`src/rtl/tlb_walker_if.sv`:
```
// Memory read port used by the page-table walker to fetch PTEs.
interface tlb_walker_if;
  logic        mem_req;
  logic [31:0] mem_addr;
  logic        mem_ack;
  logic [31:0] mem_rdata;

  modport master (output mem_req, output mem_addr, input mem_ack, input mem_rdata);
  modport slave  (input mem_req, input mem_addr, output mem_ack, output mem_rdata);
endinterface

```
`src/rtl/tlb_walker.sv`:
```
// Hardware page-table walker: fetches the PTE for a user-mode TLB miss and
// either refills the TLB or reports a page fault.
module tlb_walker #(
  parameter int TIMEOUT = 255
) (
  input  logic                clk,
  input  logic                reset,
  input  logic                flush,
  input  logic                tlb_miss,
  input  logic                supervisor_mode,
  input  logic [31:0]         fault_addr,
  input  logic [31:0]         ptbr,
  tlb_walker_if.master        mem,
  output logic                tlb_write,
  output logic [31:0]         reg_logic_page,
  output logic [19:0]         reg_physical_page,
  output logic                page_fault,
  output logic [1:0]          fault_cause,
  output logic                walker_busy
);

  typedef enum logic [2:0] {
    S_IDLE   = 3'd0,
    S_REQ    = 3'd1,
    S_CHECK  = 3'd2,
    S_REFILL = 3'd3,
    S_FAULT  = 3'd4
  } state_t;

  localparam logic [8:0] TIMEOUT_C = 9'(TIMEOUT);

  state_t      state_r;
  state_t      state_nxt_s;
  logic [19:0] vpn_r;
  logic [31:0] addr_r;
  logic [7:0]  wait_cnt_r;
  logic        pte_valid_r;
  logic        pte_user_r;
  logic [19:0] ppn_r;
  logic [1:0]  cause_r;
  logic        accept_s;
  logic        timeout_s;

  assign accept_s  = tlb_miss && !supervisor_mode;
  // Fires on the wait cycle whose incremented count would reach TIMEOUT.
  assign timeout_s = (({1'b0, wait_cnt_r} + 9'd1) == TIMEOUT_C);

  // State register.
  always_ff @(posedge clk) begin
    if (reset) begin
      state_r <= S_IDLE;
    end else begin
      state_r <= state_nxt_s;
    end
  end

  // Next-state logic; flush overrides every transition.
  always_comb begin
    state_nxt_s = state_r;
    if (flush) begin
      state_nxt_s = S_IDLE;
    end else begin
      case (state_r)
        S_IDLE: begin
          if (accept_s) state_nxt_s = S_REQ;
          else          state_nxt_s = S_IDLE;
        end
        S_REQ: begin
          if (mem.mem_ack)    state_nxt_s = S_CHECK;
          else if (timeout_s) state_nxt_s = S_FAULT;
          else                state_nxt_s = S_REQ;
        end
        S_CHECK: begin
          if (!pte_valid_r || !pte_user_r) state_nxt_s = S_FAULT;
          else                             state_nxt_s = S_REFILL;
        end
        S_REFILL: state_nxt_s = S_IDLE;
        S_FAULT:  state_nxt_s = S_IDLE;
        default:  state_nxt_s = S_IDLE;
      endcase
    end
  end

  // Control outputs decoded from the state register only.
  always_comb begin
    mem.mem_req = 1'b0;
    tlb_write   = 1'b0;
    page_fault  = 1'b0;
    walker_busy = 1'b1;
    case (state_r)
      S_IDLE:   walker_busy = 1'b0;
      S_REQ:    mem.mem_req = 1'b1;
      S_CHECK:  walker_busy = 1'b1;
      S_REFILL: tlb_write   = 1'b1;
      S_FAULT:  page_fault  = 1'b1;
      default:  walker_busy = 1'b0;
    endcase
  end

  // Walk datapath: VPN/address latch, wait counter, PTE capture, fault cause.
  always_ff @(posedge clk) begin
    if (reset) begin
      vpn_r       <= 20'd0;
      addr_r      <= 32'd0;
      wait_cnt_r  <= 8'd0;
      pte_valid_r <= 1'b0;
      pte_user_r  <= 1'b0;
      ppn_r       <= 20'd0;
      cause_r     <= 2'd0;
    end else if (!flush) begin
      case (state_r)
        S_IDLE: begin
          if (accept_s) begin
            vpn_r      <= fault_addr[31:12];
            addr_r     <= ptbr + {10'd0, fault_addr[31:12], 2'b00};
            wait_cnt_r <= 8'd0;
            cause_r    <= 2'd0;
          end
        end
        S_REQ: begin
          if (mem.mem_ack) begin
            pte_valid_r <= mem.mem_rdata[31];
            pte_user_r  <= mem.mem_rdata[30];
            ppn_r       <= mem.mem_rdata[19:0];
          end else if (timeout_s) begin
            cause_r <= 2'd3;
          end else begin
            wait_cnt_r <= wait_cnt_r + 8'd1;
          end
        end
        S_CHECK: begin
          if (!pte_valid_r)     cause_r <= 2'd1;
          else if (!pte_user_r) cause_r <= 2'd2;
        end
        default: cause_r <= cause_r;
      endcase
    end
  end

  assign mem.mem_addr      = addr_r;
  assign reg_logic_page    = {12'd0, vpn_r};
  assign reg_physical_page = ppn_r;
  assign fault_cause       = cause_r;

endmodule

```
`src/flat_wrapper.sv`:
```
// flat-port wrapper written by rule: the top's interface ports become plain ports
module tlb_walker_flat 
#(
  parameter int TIMEOUT = 255
)
  (clk, reset, flush, tlb_miss, supervisor_mode, fault_addr, ptbr, tlb_write, reg_logic_page, reg_physical_page, page_fault, fault_cause, walker_busy, mem_mem_req, mem_mem_addr, mem_mem_ack, mem_mem_rdata);
  tlb_walker_if mem_i ();
  input  logic clk;
  input  logic reset;
  input  logic flush;
  input  logic tlb_miss;
  input  logic supervisor_mode;
  input  logic [31:0] fault_addr;
  input  logic [31:0] ptbr;
  output logic tlb_write;
  output logic [31:0] reg_logic_page;
  output logic [19:0] reg_physical_page;
  output logic page_fault;
  output logic [1:0] fault_cause;
  output logic walker_busy;
  output wire logic [$bits(mem_i.mem_req)-1:0] mem_mem_req;
  output wire logic [$bits(mem_i.mem_addr)-1:0] mem_mem_addr;
  input wire logic [$bits(mem_i.mem_ack)-1:0] mem_mem_ack;
  input wire logic [$bits(mem_i.mem_rdata)-1:0] mem_mem_rdata;
  assign mem_mem_req = mem_i.mem_req;
  assign mem_mem_addr = mem_i.mem_addr;
  assign mem_i.mem_ack = mem_mem_ack;
  assign mem_i.mem_rdata = mem_mem_rdata;
  tlb_walker #(.TIMEOUT(TIMEOUT)) u_core (.clk(clk), .reset(reset), .flush(flush), .tlb_miss(tlb_miss), .supervisor_mode(supervisor_mode), .fault_addr(fault_addr), .ptbr(ptbr), .mem(mem_i), .tlb_write(tlb_write), .reg_logic_page(reg_logic_page), .reg_physical_page(reg_physical_page), .page_fault(page_fault), .fault_cause(fault_cause), .walker_busy(walker_busy));
endmodule
```
`config.mk`:
```
export PLATFORM = sky130hd
export DESIGN_NAME = tlb_walker_flat
export DESIGN_NICKNAME = d
export VERILOG_FILES = /design/src/rtl/tlb_walker_if.sv /design/src/rtl/tlb_walker.sv /design/src/flat_wrapper.sv
export SDC_FILE = /design/constraint.sdc
export NUM_CORES = 1
export LEC_CHECK = 0
export CAP_MARGIN = 20
export CORE_UTILIZATION = 47
export DETAILED_ROUTE_END_ITERATION = 12
export GPL_TIMING_DRIVEN = 0
export PLACE_DENSITY = 0.95
export SYNTH_ARGS = -nofsm -noshare
export SYNTH_HDL_FRONTEND = slang
export SYNTH_SLANG_ARGS = --single-unit
```
`constraint.sdc`:
```
create_clock -name clk -period 4.19 [get_ports clk]
set_input_delay 0.838 -clock clk [delete_from_list [all_inputs] [get_ports clk]]
set_output_delay 0.838 -clock clk [all_outputs]
set_load 0.005 [all_outputs]
```
==> out/metrics.yaml <==
placement:
  port-buffer-count: 157
  dp.final_hpwl_mm: 11.1
  place_inst: 901
  finalWeightedCongestion: 0.901
global_route:
  grt_pass1_vias: 4820
  grt_pass1_wl_mm: 23.4
  grt.overflow.total: 0
  grtUsageTotal_pct: 29.0
  antenna_found_initial: 0
  grt_max_degree: 14
worst_setup_path:
  path_class: "in -> reg"
  cp-start-kind: "input port"
  crit_arrival_ps: 3800
  critPathCaptureType: "flip-flop"
  crit_path_max_fanout: 7
  required_ps: 4460
floorplanning:
  die_h_um: 102
  start_util_pct: 48.5
  io_pins: 192
  die_x_um: 102
  num_rows: 36
  die_area_um2: 10500
  coreArea_um2: 9770
sta:
  fmax_mhz: 283
  relSlewSlack_pct: 44.3
  report.final.slew_viol_count: 0
  skew_ps: 8.09
  timing.setup.tns_ps: 0
  setup_viol: 0
  hold_viol: 0
  layout_min_cycle_time_ps: 3530
  rsz0062_at_grt: "no"
  post-route-period-util_pct: 84.2
  tightest_slew_ps: 825
  holdWs_ps: 458
routing:
  viasPerCell: 5.58
  via_count: 5113
  wl_per_cell_um: 16.2
  drt-initial-drc-count: 312
  post-route-drc-count: 0
  wl_mm: 14.8
  dr.pass1.iters: 6
  ant_nets: 0
clocking:
  postCtsHoldBufs: 0
  clk_pin_slew_ps: 90
  clkSinkCount: 87
  postCtsSetupRepairBufs: 0
  clockRootBuffer: "clkbuf_8"
  cts_resized: 0
  cts_made_buffers: 9
  ctsHtreeMaxLevel: 3
  cts_tree: "yes"
  worstSkewPairLatency_ps: 360
  cts_buffer_depth: 2
power:
  netSwitchingFraction_pct: 28.4
  p_leak_nw: 2.45
  p_int_w: 0.00136
  power_density_nw_per_um2: 284
  clockPowerShare_pct: 31.0
  ir_drop_v: 0.000177
  combPwrFrac_pct: 23.2
  p_switching_w: 0.000540
  seq_power_share_pct: 45.7
yosys:
  synth_cell_types: 73
  netlist_instances: 600
  yosys_warnings: 0
  synthArstFlopShare_pct: 0
  synth_area_per_cell_um2: 7.90
  synth_edf_count: 0
  yosysTopAreaCell: "dfxtp_1"
  yosys-top-cells-area: "dfxtp_1, nand2_1, a21oi_1"
  syn-cell-area_um2: 4740
  synth-seq-cells: 87
  synth_top_area_share_pct: 36.8
  synthFlopType: "dfxtp_1"
  seq_area_frac_synth_pct: 36.8
job:
  max_cap_viol_count: 0
cells_and_area:
  fin_nets: 904
  final_cells: 916
  insertedDiodeCount: 0
  final_util_pct: 68.6
  layout-drive-gt1-share_pct: 6.90
  area_delta_synth_final_pct: 41.5
status:
  outcome: "completed"
worst_hold_path:
  hold_class: "reg -> reg"
==> worst max-delay path: stages <==
cell and delay [ps]:
clkdlybuf4s50_1 430, ha_1 270, fa_1 430, a21o_1 230
a311o_1 430, a21o_1 260, a32oi_2 430, o21ai_0 180
a311oi_1 310
==> sequential cells by signal, summed over array words and instances, names as in the netlist <==
signal,flops
u_core.state_r,3
u_core.pte_user_r,1
u_core.reg_physical_page,20
u_core.mem.mem_addr,32
u_core.pte_valid_r,1
u_core.wait_cnt_r,8
u_core.fault_cause,2
u_core.vpn_r,20
==> power groups by stage <==
stage	logic [W]	clock network (W)	registers, W
2_1_floorplan	0.000226	0	0.000889
4_1_cts	0.000434	0.000592	0.000870
6_report	0.000441	0.000591	0.000870
3_5_place_dp	0.000427	0	0.000889
3_3_place_gp	0.000417	0	0.000888
5_1_grt	0.000476	0.000633	0.000873
==> cells in the mapped netlist, drive strengths merged, types with 4 or more instances <==
master / number
nand2: 139
nor3: 13
dfxtp: 87
o21a: 5
clkbuf: 25
a21oi: 78
xor2: 4
xnor2: 10
ha: 22
and3: 4
nand3: 15
and2: 7
nor2: 30
o311ai: 4
or3: 6
buf: 23
a311oi: 5
mux2i: 5
inv: 9
nand4: 10
a21o: 10
o21ai: 23
a211oi: 10
==> through the flow <==
step	instance area [um^2]	setup WS, ps	total power, W
after floorplan	4780	1180	0.00112
after global placement	6520	458	0.00130
after detailed placement	6520	360	0.00132
after CTS	6710	723	0.00190
after global routing	6710	576	0.00198
final	6710	660	0.00190
==> layout by cell type, fill, tap and decap left out, types with 4 or more instances in the layout <==
| cell | n |
|---|---|
| clkdlybuf4s50_1 | 157 |
| nand2_1 | 139 |
| dfxtp_1 | 87 |
| a21oi_1 | 76 |
| nor2_1 | 30 |
| clkbuf_1 | 26 |
| ha_1 | 22 |
| o21ai_0 | 21 |
| nand3_1 | 14 |
| nor3_1 | 13 |
| buf_4 | 12 |
| conb_1 | 12 |
| xnor2_1 | 10 |
| nand4_1 | 10 |
| a21o_1 | 10 |
| clkbuf_8 | 10 |
| buf_2 | 9 |
| inv_1 | 9 |
| a211oi_1 | 8 |
| and2_1 | 7 |
| or3_1 | 5 |
| a311oi_1 | 5 |
| mux2i_1 | 5 |
| o21a_1 | 5 |
| xor2_1 | 4 |
| o311ai_0 | 4 |
==> final timing paths <==
path | from | to | slack [ps] | depth (start not counted)
max | fault_addr[12] | u_core.mem.mem_addr[30] | 660 | 9
min | u_core.vpn_r[5] | u_core.vpn_r[5] | 460 | 2
max reg2reg | u_core.wait_cnt_r[0] | u_core.wait_cnt_r[5] | 1760 | 8
min reg2reg | u_core.vpn_r[5] | u_core.vpn_r[5] | 460 | 2
==> cell families after synthesis <==
kind of cell	count (synthesis)	synth area share, %
other cells	1	0.0792
mux	6	1.29
xor+xnor	14	2.59
compound gates	171	24.4
buf+inv	57	5.89
simple gates	241	22.7
flops	87	36.8
fa+ha+maj	23	6.23
==> final cells by class <==
cell class	instances	area [um^2]
tap	133	166
fill	789	3070
multi-input combinational	467	2760
timing repair buffer	157	1570
clock inverter	3	43.8
inverter	9	33.8
buffer	48	245
sequential	87	1740
clock buffer	12	145
==> per-layer routing <==
layer	vias to the layer above	track usage (%)	share of wire, %
li1	2461	-	-
met1	2392	36.7	42
met2	222	47.5	49
met3	38	4.65	5.9
met4	0	15.3	3.0
met5	-	0	0
(Power assumes the default switching activity.)
